==> config.mk <==
export PLATFORM = sky130hd
export DESIGN_NAME = sa_aw_arbiter
export DESIGN_NICKNAME = d
export VERILOG_FILES = /design/src/rtl/sa_aw_arbiter.sv
export SDC_FILE = /design/constraint.sdc
export NUM_CORES = 1
export LEC_CHECK = 0
export ABC_AREA = 1
export CORE_MARGIN = 3
export CORE_UTILIZATION = 35
export CTS_BUF_LIST = sky130_fd_sc_hd__clkbuf_8
export DETAILED_ROUTE_END_ITERATION = 10
export PLACE_DENSITY = 0.83
export SLEW_MARGIN = 20
export SYNTH_ARGS = -nofsm -noshare
export SYNTH_HDL_FRONTEND = slang
export SYNTH_SLANG_ARGS = --single-unit
==> constraint.sdc <==
create_clock -name ACLK_i -period 2.7 [get_ports ACLK_i]
set_input_delay 0.675 -clock ACLK_i [delete_from_list [all_inputs] [get_ports ACLK_i]]
set_output_delay 0.675 -clock ACLK_i [all_outputs]
set_load 0.05 [all_outputs]
==> src/rtl/sa_aw_arbiter.sv <==
// Per-slave write-address arbiter: shares one slave AW channel between
// MST_AMT dispatchers using round-robin, registers the granted AW into a
// single output stage, reports each grant to the W/B ordering logic and
// throttles new grants against the number of outstanding writes.
module sa_aw_arbiter #(
    parameter int MST_AMT           = 2,
    parameter int OUTSTANDING_AMT   = 8,
    parameter int OUTST_CTN_W       = $clog2(OUTSTANDING_AMT) + 1,
    parameter int TRANS_MST_ID_W    = 5,
    parameter int ADDR_WIDTH        = 32,
    parameter int TRANS_BURST_W     = 2,
    parameter int TRANS_DATA_LEN_W  = 3,
    parameter int TRANS_DATA_SIZE_W = 3,
    // A single master still needs a one-bit index so the ports stay legal.
    parameter int MST_ID_W          = (MST_AMT > 1) ? $clog2(MST_AMT) : 1,
    parameter int AW_INFO_W         = TRANS_MST_ID_W + ADDR_WIDTH + TRANS_BURST_W
                                      + TRANS_DATA_LEN_W + TRANS_DATA_SIZE_W
) (
    input  logic                           ACLK_i,
    input  logic                           ARESET_i,
    input  logic [AW_INFO_W*MST_AMT-1:0]   dsp_AW_info_i,
    input  logic [MST_AMT-1:0]             dsp_AWVALID_i,
    output logic [MST_AMT-1:0]             dsp_AWREADY_o,
    output logic [AW_INFO_W-1:0]           s_AW_info_o,
    output logic                           s_AWVALID_o,
    input  logic                           s_AWREADY_i,
    input  logic                           s_BVALID_i,
    input  logic                           s_BREADY_i,
    output logic [MST_ID_W-1:0]            sa_AW_mst_id_o,
    output logic                           sa_AW_shift_en_o,
    output logic [OUTST_CTN_W-1:0]         sa_outst_ctn_o
);

    typedef enum logic {
        ST_EMPTY = 1'b0,
        ST_FULL  = 1'b1
    } stage_e;

    stage_e                state;
    logic [MST_ID_W-1:0]   rr_ptr;
    logic [MST_ID_W-1:0]   win;
    logic [MST_ID_W-1:0]   ptr_next;
    logic [AW_INFO_W-1:0]  win_info;
    logic                  stage_free;
    logic                  cnt_ok;
    logic                  grant_en;
    logic                  b_hs;

    // Throttle: the stage accepts a new AW when empty or draining this cycle,
    // and only the registered count gates it (a same-cycle B does not unlock).
    assign stage_free = (state == ST_EMPTY) | s_AWREADY_i;
    assign cnt_ok     = sa_outst_ctn_o < OUTST_CTN_W'(OUTSTANDING_AMT);
    assign grant_en   = ~ARESET_i & stage_free & cnt_ok & (|dsp_AWVALID_i);
    assign b_hs       = s_BVALID_i & s_BREADY_i;

    // Round-robin search: lowest requester at or above the pointer wins,
    // otherwise wrap and take the lowest requester overall.
    always_comb begin
        logic                hi_found;
        logic [MST_ID_W-1:0] hi_win;
        logic [MST_ID_W-1:0] lo_win;
        // NOTE: every variable gets a default before any branch so the
        // combinational block cannot infer a latch.
        hi_found = 1'b0;
        hi_win   = '0;
        lo_win   = '0;
        // Descending scan so the last hit kept is the lowest index.
        for (int m = MST_AMT - 1; m >= 0; m--) begin
            if (dsp_AWVALID_i[m]) begin
                lo_win = MST_ID_W'(m);
                if (MST_ID_W'(m) >= rr_ptr) begin
                    hi_found = 1'b1;
                    hi_win   = MST_ID_W'(m);
                end
            end
        end
        win = hi_found ? hi_win : lo_win;
    end

    // Pointer moves one past the winner, wrapping at the last master.
    always_comb begin
        ptr_next = '0;
        if (MST_AMT > 1 && win != MST_ID_W'(MST_AMT - 1)) begin
            ptr_next = win + MST_ID_W'(1);
        end
    end

    // Select the winning master's payload slice.
    always_comb begin
        win_info = '0;
        for (int m = 0; m < MST_AMT; m++) begin
            if (win == MST_ID_W'(m)) begin
                win_info = dsp_AW_info_i[AW_INFO_W*m +: AW_INFO_W];
            end
        end
    end

    // Same-cycle grant outputs: one-hot accept, winner index and push strobe.
    always_comb begin
        dsp_AWREADY_o    = '0;
        sa_AW_mst_id_o   = '0;
        sa_AW_shift_en_o = grant_en;
        if (grant_en) begin
            sa_AW_mst_id_o = win;
        end
        for (int m = 0; m < MST_AMT; m++) begin
            dsp_AWREADY_o[m] = grant_en && (win == MST_ID_W'(m));
        end
    end

    // Output stage FSM: load on grant, hold until the slave accepts.
    always_ff @(posedge ACLK_i) begin
        if (ARESET_i) begin
            // NOTE: non-blocking assignments for all registered state so every
            // flop samples pre-edge values regardless of statement order.
            state       <= ST_EMPTY;
            s_AWVALID_o <= 1'b0;
            s_AW_info_o <= '0;
        end else begin
            case (state)
                ST_EMPTY: begin
                    if (grant_en) begin
                        state       <= ST_FULL;
                        s_AWVALID_o <= 1'b1;
                        s_AW_info_o <= win_info;
                    end
                end
                ST_FULL: begin
                    if (grant_en) begin
                        // Handshake and new grant together: reload, no bubble.
                        s_AW_info_o <= win_info;
                    end else if (s_AWREADY_i) begin
                        state       <= ST_EMPTY;
                        s_AWVALID_o <= 1'b0;
                    end
                end
                default: begin
                    state       <= ST_EMPTY;
                    s_AWVALID_o <= 1'b0;
                end
            endcase
        end
    end

    // Round-robin pointer advances only on a grant.
    always_ff @(posedge ACLK_i) begin
        if (ARESET_i) begin
            rr_ptr <= '0;
        end else if (grant_en) begin
            rr_ptr <= ptr_next;
        end
    end

    // Outstanding-write counter: +1 per grant, -1 per B handshake, floor at 0.
    always_ff @(posedge ACLK_i) begin
        if (ARESET_i) begin
            sa_outst_ctn_o <= '0;
        end else if (grant_en && !b_hs) begin
            sa_outst_ctn_o <= sa_outst_ctn_o + OUTST_CTN_W'(1);
        end else if (!grant_en && b_hs && sa_outst_ctn_o != '0) begin
            sa_outst_ctn_o <= sa_outst_ctn_o - OUTST_CTN_W'(1);
        end
    end

endmodule

==> flow_metrics.tcl <==
set metrics [dict create \
    run_status "finished, final reports clean" \
    synth_xor_area_share_pct 0.389 \
    post-place-ws_ps 74.8 \
    cts_sinks 52 \
    synth_top_cell_by_area "dfxtp_1" \
    finClkSkew_ps 5.05 \
    synth_top_cell_area_share_pct 46.3 \
    hold_violations 0 \
    cts_setup_buffers 0 \
    setup_viol 0 \
    post_drt_wl_per_cell_um 14.4 \
    cp.arrival_ps 1850 \
    max-cap-violations 0 \
    ys_top_cells_by_area "dfxtp_1 46%, nand2_1 25%, a31oi_1 13%" \
    tritoncts "yes" \
    syn-num-nets 403 \
    path_cells "clkdlybuf4s50_1, inv_1, nand2_1, nand3_4, nor2_4, buf_12" \
    rsz0062_at_grt "false" \
    stdcell_count 521 \
    synth_top_family_by_area "simple AND/OR/NAND/NOR gates" \
    dieHeight_um 86.2 \
    crit_path_max_fanout 5 \
    cp-start-kind "input port" \
    grt_max_degree 51 \
    ys_seq_area_share_pct 46.3 \
    synth_area_um2 2250 \
    vdd_ir_drop_max_uv 377 \
    diodes 0 \
    port_buffers 150 \
    fillCellCount 546 \
    critical_path_class "in2out" \
    slew_headroom_pct 63.2 \
    hold_class "reg2reg" \
    p_sw_share_pct 38.0 \
    layout-drive-gt1-share_pct 5.16 \
    critical-path-max-stage-delay_ps 470 \
    routabilityCongestion 0.818 \
    p_switching_uw 888 \
    numCtsBuffers 5 \
    antenna_found_initial 0 \
    p_int_uw 1450 \
    regArea_um2 1040 \
    synth_compound_area_share_pct 15.5 \
    vias 2585 \
    ctsHoldBuffers 0 \
    viasPerCell 4.96 \
    grt_pass1_vias 2600 \
    grt_pass1_wl_um 11900 \
    cts_root_buf "clkbuf_8" \
    crit_start "s_AWREADY_i" \
    r2r_start "sa_outst_ctn_o[3]" \
    tns_ps 0 \
    yosys_warnings 0 \
    critPathBufInv 3 \
    dieArea_um2 7430 \
    min_path_cells 2 \
    cts.clk_slew.worst_paths_ps 90 \
    r2r-end "sa_outst_ctn_o[3]" \
    synth_cells 303 \
    postSynthAreaPerCell_um2 7.42 \
    r2r_cells 8 \
    finalWorstSetupSlack_ps 176 \
    layout.nets 545 \
    synth-seq-cells 52 \
    rows 28 \
    drc_errors 0 \
    synth_mux_area_share_pct 0 \
    cts_resized 0 \
    cp-end-kind "output pin" \
    core_area_um2 6060 \
    dpl.cell_count 513 \
    wl_um 7490 \
    p_leak_uw 0.00139 \
    required_ps 2030 \
    seq_power_share_pct 39.2 \
    reg2reg_slack_ps 890 \
    globalRouteTotalUtil_pct 19.8 \
    ys_types 22 \
    crit_family "buffers and inverters" \
    syn_to_final_growth_pct 72.8 \
    yosys.area_share.simple_pct 28.5 \
    cts-htree-levels 2 \
    ant_nets 0 \
    hp-start "s_AW_info_o[5]" \
    clockBufferDepth 2 \
    fp.dieW_um 86.2 \
    worstMarginPinSlew_ps 552 \
    drt-initial-drc-count 82 \
    min_to "s_AW_info_o[5]" \
    maxSlewViolCount 0 \
    synth-adder-area-share_pct 2.00 \
    initial_core_util_pct 37.1 \
    dr.pass1.iters 4 \
    final_design_area_no_fill_um2 3890 \
    period_needed_ps 2520 \
    min_period_over_period_pct 93.5 \
    placed_cell_area_um2 3790 \
    multi_input_area_um2 1050 \
    clk_latency_ps 300 \
    pin_count 151 \
    crit_slowest_cell "clkdlybuf4s50_1" \
    powerDensity_nw_per_um2 601 \
    fmax_mhz 396 \
    gr-total-overflow 0 \
    hpwlAfterDp_um 5590 \
    comb_power_share_pct 41.1 \
    p_clk_share_pct 19.7 \
]
-- Yosys cell counts --
master / instances
nand3_4: 1
nor2_2: 1
buf_6: 4
o21ai_0: 4
buf_2: 6
nand4_1: 1
o211ai_1: 1
nor2_4: 2
a21o_1: 1
clkbuf_1: 6
fa_1: 1
ha_1: 2
xnor2_1: 1
a21oi_1: 5
a31oi_1: 45
inv_1: 8
nor2_1: 7
dfxtp_1: 52
nand3_1: 2
a211oi_1: 1
nand2_1: 147
buf_4: 5
-- how the worst max path moves through the flow --
stage | to | depth (start not counted)
global placement | sa_outst_ctn_o[3] | 10
global route | sa_AW_mst_id_o | 6
finish | dsp_AWREADY_o[1] | 6
detailed placement | sa_outst_ctn_o[3] | 10
CTS | dsp_AWREADY_o[1] | 6
floorplan | dsp_AWREADY_o[1] | 7
-- cells by family after synthesis --
family / after synthesis
flip-flops: 52
XOR/XNOR: 1
AND/OR/NAND/NOR: 161
buffers and inverters: 29
AO/OA/AOI/OAI: 57
adder cells (fa/ha/maj): 3
-- cells in the final DEF, fill, tap and decap left out, types with 2 or more instances in the layout --
master,count
nand2_1,147
clkdlybuf4s50_1,145
a31oi_1,45
o21ai_0,4
dfxtp_1,52
clkinv_2,2
inv_1,8
nor2_1,7
buf_12,4
nand3_1,2
nor2_4,3
a21oi_1,5
buf_4,6
ha_1,2
clkbuf_8,6
-- routing by layer --
metal	wire (um)	track usage (%)
met1	3000	22.4
met2	3700	36.3
met3	699	6.18
met4	91	4.67
met5	0	0
-- power by group through the flow --
| stage | sequential, uW | clock (uW) | combinational (uW) |
|---|---|---|---|
| CTS | 917 | 472 | 967 |
| global route | 928 | 505 | 1020 |
| detailed placement | 933 | 0 | 964 |
| floorplan | 1210 | 0 | 297 |
| finish | 916 | 461 | 960 |
| global placement | 929 | 0 | 952 |
-- cell type report --
class                   instances  area share [%]
clock buffers                   6            2.12
inverters                       8           0.772
well taps                      75            2.41
repair buffers                156            40.7
clock inverters                 2           0.257
multi-input cells             222            27.0
flip-flops and latches         52            26.8
-- sequential cells by signal (all words and copies together), names as in the netlist --
name,flops
s_AW_info_o,45
rr_ptr,1
sa_outst_ctn_o,4
s_AWVALID_o,1
state,1
-- per-stage QoR --
step | hold slack [ps] | total power, uW | utilization, %
detailed placement | 478 | 1900 | 62.6
finish | 493 | 2340 | 64.1
global route | 511 | 2460 | 64.1
floorplan | 455 | 1510 | -
global placement | 476 | 1880 | 62.6
CTS | 497 | 2360 | 64.1
-- worst min-delay path: stages (launching register included) --
cell and delay, ps:
dfxtp_1 320, nand2_1 60, a31oi_1 70
Note: power is estimated with default switching activity, not from simulation.
==> RTL edit 1, RTL diff (same settings) <==
Change the parameter `OUTSTANDING_AMT` from 8 to 4.
--- a/src/rtl/sa_aw_arbiter.sv
+++ b/src/rtl/sa_aw_arbiter.sv
@@ -5,5 +5,5 @@
 module sa_aw_arbiter #(
     parameter int MST_AMT           = 2,
-    parameter int OUTSTANDING_AMT   = 8,
+    parameter int OUTSTANDING_AMT   = 4,
     parameter int OUTST_CTN_W       = $clog2(OUTSTANDING_AMT) + 1,
     parameter int TRANS_MST_ID_W    = 5,
Ports: changed (resized sa_outst_ctn_o); port bits go from 151 to 150. The function was not compared with the original's and may differ.
==> RTL edit 1 against the unedited design <==
Synthesized area is 4.5% higher. Design area is 3.4% higher. Critical path depth stayed put. Via count is 2.5% higher. Total power is 2.2% lower. Count of clock-buffer cells in the layout stayed put. Sequential power is 4.7% lower. Worst hold slack worse by 0.019 ns. Highest routed layer unchanged. Sequential cell count is 1 lower. Clock power is 20% higher. Utilization is 1.5 points lower. Wire length is 0.55% lower. Setup slack worse by 0.027 ns.
==> RTL edit 1: results (changes against the unedited design) <==
Outcome - finished clean (unchanged)
Maximum number of pins on one net before global-route repair - 48 (was 51)
Arrival time reported for the critical path endpoint - 1.88 ns (was 1.85 ns)
Most common library cells after synthesis - sky130_fd_sc_hd__nand2_1, sky130_fd_sc_hd__a21oi_1, sky130_fd_sc_hd__inv_1, sky130_fd_sc_hd__dfxtp_1, sky130_fd_sc_hd__o21ai_0 (was sky130_fd_sc_hd__nand2_1, sky130_fd_sc_hd__dfxtp_1, sky130_fd_sc_hd__a31oi_1, sky130_fd_sc_hd__inv_1, sky130_fd_sc_hd__nor2_1)
Worst hold path endpoint - s_AW_info_o[33]$_SDFFE_PP0P_ (was s_AW_info_o[5]$_SDFFE_PP0P_)
Adder-cell share of the synthesized area - 0.852% (was 2.00%)
Top cells by area in the synthesized netlist - sky130_fd_sc_hd__dfxtp_1, sky130_fd_sc_hd__a21oi_1, sky130_fd_sc_hd__nand2_1 (was sky130_fd_sc_hd__dfxtp_1, sky130_fd_sc_hd__nand2_1, sky130_fd_sc_hd__a31oi_1)
Number of global-route vias before repair - 2617 (was 2600)
Stage delay of the slowest cell on the critical path - 0.45 ns (was 0.47 ns)
Quantity of I/O buffers inserted on ports - 149 (was 150)
Worst VDD drop - 0.309 mV (was 0.377 mV)
Main combinational cell family by area after synthesis - compound AO/OA/AOI/OAI gates (was simple AND/OR/NAND/NOR gates)
Pleak - 1.81 nW (was 1.39 nW)
Critical-path maximum fanout - 3 (was 5)
Signal buffers share of area - 39.3% (was 40.7%)
Count of flip-flops and latches - 51 (was 52)
Number of multi-input logic gates - 220 (was 222)
Final-stage net count - 587 (was 545)
Min setup slack post-route - 0.149 ns (was 0.176 ns)
Synth Net Count - 445 (was 403)
XOR/XNOR share of the synthesized area - 0% (was 0.389%)
Clock tree skew after final layout - 0.00480 ns (was 0.00505 ns)
GRT Total Usage - 18.6% (was 19.8%)
Pre-CTS setup slack - 0.139 ns (was 0.0748 ns)
Worst-case headroom to the max-slew limit - 64.3% (was 63.2%)
Placer Congestion - 0.772 (was 0.818)
Number of different library cells in the post-synthesis netlist - 20 (was 22)
Via Count - 2650 (was 2585)
Worst reg-to-reg setup slack - 0.95 ns (was 0.89 ns)
Largest registers ranked by flip-flop count - s_AW_info_o x45, sa_outst_ctn_o x3 (was s_AW_info_o x45, sa_outst_ctn_o x4)
Number of filler instances in the final layout - 560 (was 546)
RTL edit 1: changes by cell type after synthesis, moves of 3 or more:
| cell | delta |
|---|---|
| sky130_fd_sc_hd__o21ai_0 | +9 |
| sky130_fd_sc_hd__nand2_1 | -42 |
| sky130_fd_sc_hd__a21oi_1 | +79 |
| sky130_fd_sc_hd__buf_2 | +3 |
| sky130_fd_sc_hd__a31oi_1 | -45 |
| sky130_fd_sc_hd__inv_1 | +45 |
RTL edit 1: metal layers:
| metal | vias up | GRT usage (%) | routed length (um) |
|---|---|---|---|
| met3 | 8 | 5.83 | 608 |
| met5 | - | 0 | 0 |
| li1 | 1361 | - | - |
| met4 | 0 | 5.30 | 73 |
| met2 | 96 | 35.0 | 3750 |
| met1 | 1185 | 19.7 | 3020 |
RTL edit 1: per-stage QoR:
stage | instances | hold WS [ns]
final | 567 | 0.474
after global routing | 567 | 0.500
after CTS | 567 | 0.476
after detailed placement | 559 | 0.459
after global placement | 559 | 0.454
after floorplan | 347 | 0.506
RTL edit 1: cell families after synthesis:
family                     after synthesis
adders and majority gates                1
and+or+nand+nor                        120
buffers and inverters                   76
DFF                                     51
AOI/OAI and AO/OA                       99
RTL edit 1: worst max-delay path by stage:
stage	startpoint	to	cells past startpoint
finish	s_AWREADY_i	sa_AW_mst_id_o	6
global placement	s_AWREADY_i	sa_AW_mst_id_o	6
floorplan	ARESET_i	dsp_AWREADY_o[1]	5
detailed placement	s_AWREADY_i	sa_AW_mst_id_o	6
global route	s_AWREADY_i	sa_AW_mst_id_o	6
CTS	s_AWREADY_i	sa_AW_mst_id_o	6
RTL edit 1: power by group:
part           total [mW]  leakage [nW]  switching, mW  internal (mW)
clock network       0.551        0.0612          0.251          0.300
registers           0.873         0.418         0.0455          0.828
logic               0.861          1.34          0.509          0.352
total                2.29          1.81          0.806           1.48
==> RTL edit 2, RTL diff (config.mk and constraints unchanged) <==
Made on the original files. Make the reset (`ARESET_i`) asynchronous in 3 clocked blocks.
--- a/src/rtl/sa_aw_arbiter.sv
+++ b/src/rtl/sa_aw_arbiter.sv
@@ -110,5 +110,5 @@
 
     // Output stage FSM: load on grant, hold until the slave accepts.
-    always_ff @(posedge ACLK_i) begin
+    always_ff @(posedge ACLK_i or posedge ARESET_i) begin
         if (ARESET_i) begin
             // NOTE: non-blocking assignments for all registered state so every
@@ -144,5 +144,5 @@
 
     // Round-robin pointer advances only on a grant.
-    always_ff @(posedge ACLK_i) begin
+    always_ff @(posedge ACLK_i or posedge ARESET_i) begin
         if (ARESET_i) begin
             rr_ptr <= '0;
@@ -153,5 +153,5 @@
 
     // Outstanding-write counter: +1 per grant, -1 per B handshake, floor at 0.
-    always_ff @(posedge ACLK_i) begin
+    always_ff @(posedge ACLK_i or posedge ARESET_i) begin
         if (ARESET_i) begin
             sa_outst_ctn_o <= '0;
Function: differs if ARESET_i is asserted again (counterexample within 4 cycles, from zero or initial values and one cycle with ARESET_i high); with ARESET_i held inactive, the same outputs for 10 cycles.
==> RTL edit 2 against the unedited design <==
Largest cell class unchanged. Design area up 5.8%. Clock skew increased by 0.0013 ns. Setup slack got worse by 0.011 ns. First-iteration DRC count up 1.2%. Non-clock buffer count up 3. Sequential cell count is the same. Synthesized area increased by 7.9%. Wire length decreased by 7.3%.
Power is not compared: it rests on default switching activity, and its combinational part moved more than twofold at a synthesized area within 25%.
==> RTL edit 2: results (changes against the unedited design) <==
Number of global-route vias before repair - 2501 (was 2600)
Count of routing violations after the opening detailed-route iteration - 83 (was 82)
Worst hold slack across all endpoints - 0.498 ns (was 0.493 ns)
Total detailed-routing wirelength - 6940 um (was 7490 um)
Worst reg-to-reg setup slack - 0.96 ns (was 0.89 ns)
Average cell area after synthesis - 8.06 um2 (was 7.42 um2)
First-pass iteration count of the detailed router - 4 (unchanged)
Reg2Reg Launch Point - sa_outst_ctn_o[3]$_DFFE_PP0P_ (was sa_outst_ctn_o[3]$_SDFFE_PP0P_)
Cell area after placement - 0.00403 mm2 (was 0.00379 mm2)
Clock tree skew after final layout - 0.00636 ns (was 0.00505 ns)
Worst hold path endpoint - s_AW_info_o[19]$_DFFE_PP0P_ (was s_AW_info_o[5]$_SDFFE_PP0P_)
Number of different library cells in the post-synthesis netlist - 19 (was 22)
Origin of the worst setup path - dsp_AWVALID_i[0] (was s_AWREADY_i)
Async set or reset register ratio after synthesis - 100% (was 0%)
GRT Total Usage - 17.4% (was 19.8%)
Resize count post-CTS - 0 (unchanged)
Post-detail-place hpwl - 5480 um (was 5590 um)
Outcome - finished clean (unchanged)
WHS Path Cells - 2 (unchanged)
Synth Net Count - 401 (was 403)
Maximum number of pins on one net before global-route repair - 46 (was 51)
Placer Congestion - 0.789 (was 0.818)
Sequential element share of the synthesized area - 53.6% (was 46.3%)
Most common library cells after synthesis - sky130_fd_sc_hd__nand2_1, sky130_fd_sc_hd__dfrtp_1, sky130_fd_sc_hd__nand3_1, sky130_fd_sc_hd__inv_1, sky130_fd_sc_hd__buf_2 (was sky130_fd_sc_hd__nand2_1, sky130_fd_sc_hd__dfxtp_1, sky130_fd_sc_hd__a31oi_1, sky130_fd_sc_hd__inv_1, sky130_fd_sc_hd__nor2_1)
Final-stage net count - 552 (was 545)
Global-route wire length before repair - 10900 um (was 11900 um)
Worst-case headroom to the max-slew limit - 64.3% (was 63.2%)
Cell total after placement - 522 (was 513)
Start point of the worst min-delay path - s_AW_info_o[19]$_DFFE_PP0P_ (was s_AW_info_o[5]$_SDFFE_PP0P_)
Share of final-layout standard cells stronger than drive strength 1 - 5.75% (was 5.16%)
R2R Path End - sa_outst_ctn_o[3]$_DFFE_PP0P_ (was sa_outst_ctn_o[3]$_SDFFE_PP0P_)
Pre-CTS setup slack - 0.155 ns (was 0.0748 ns)
Top FF cell, synth - sky130_fd_sc_hd__dfrtp_1 (was sky130_fd_sc_hd__dfxtp_1)
Largest registers ranked by flip-flop count - s_AW_info_o x45, sa_outst_ctn_o x4 (unchanged)
==> RTL edit 2: area by class of cell <==
cell class,instances,area (um2)
clock inverters,2,12.5
well taps,77,96.3
fillers,584,2420
inverters,12,45.0
flip-flops and latches,52,1300
multi-input cells,222,980
clock buffers,5,68.8
repair buffers,159,1610
==> RTL edit 2: worst min-delay path: cells and delay by family (launching register included) <==
kind          cells  cell delay, ns
simple gates      2            0.11
flops             1            0.35
==> RTL edit 2: worst max path at each step <==
stage	to	slack, ns	cells after the start
after floorplan	dsp_AWREADY_o[1]	0.29	6
after detailed placement	sa_AW_mst_id_o	0.16	6
after CTS	sa_AW_mst_id_o	0.16	6
after global placement	sa_AW_mst_id_o	0.20	6
final	sa_AW_mst_id_o	0.16	6
after global routing	sa_AW_mst_id_o	0.07	6
==> RTL edit 2: report_power, final <==
part	switching [mW]	leakage, nW	internal (mW)
Sequential	0.229	0.647	1.14
Combinational	1.89	1.19	1.03
Clock	0.229	0.0400	0.176
Total	2.35	1.88	2.34
==> RTL edit 2: cell families after synthesis <==
logic type	synth area share [%]
AND/OR/NAND/NOR	36.7
AO/OA/AOI/OAI	1.24
flip-flops	53.6
buffers and inverters	6.24
adder cells (fa/ha/maj)	1.86
XOR/XNOR	0.361
==> RTL edit 2: layer usage <==
layer	GRT usage (%)	part of all wire, %	vias to the layer above
li1	-	-	1243
met1	19.8	40	1118
met2	30.9	49	105
met3	6.73	9.7	6
met4	4.06	0.91	0
met5	0	0	-
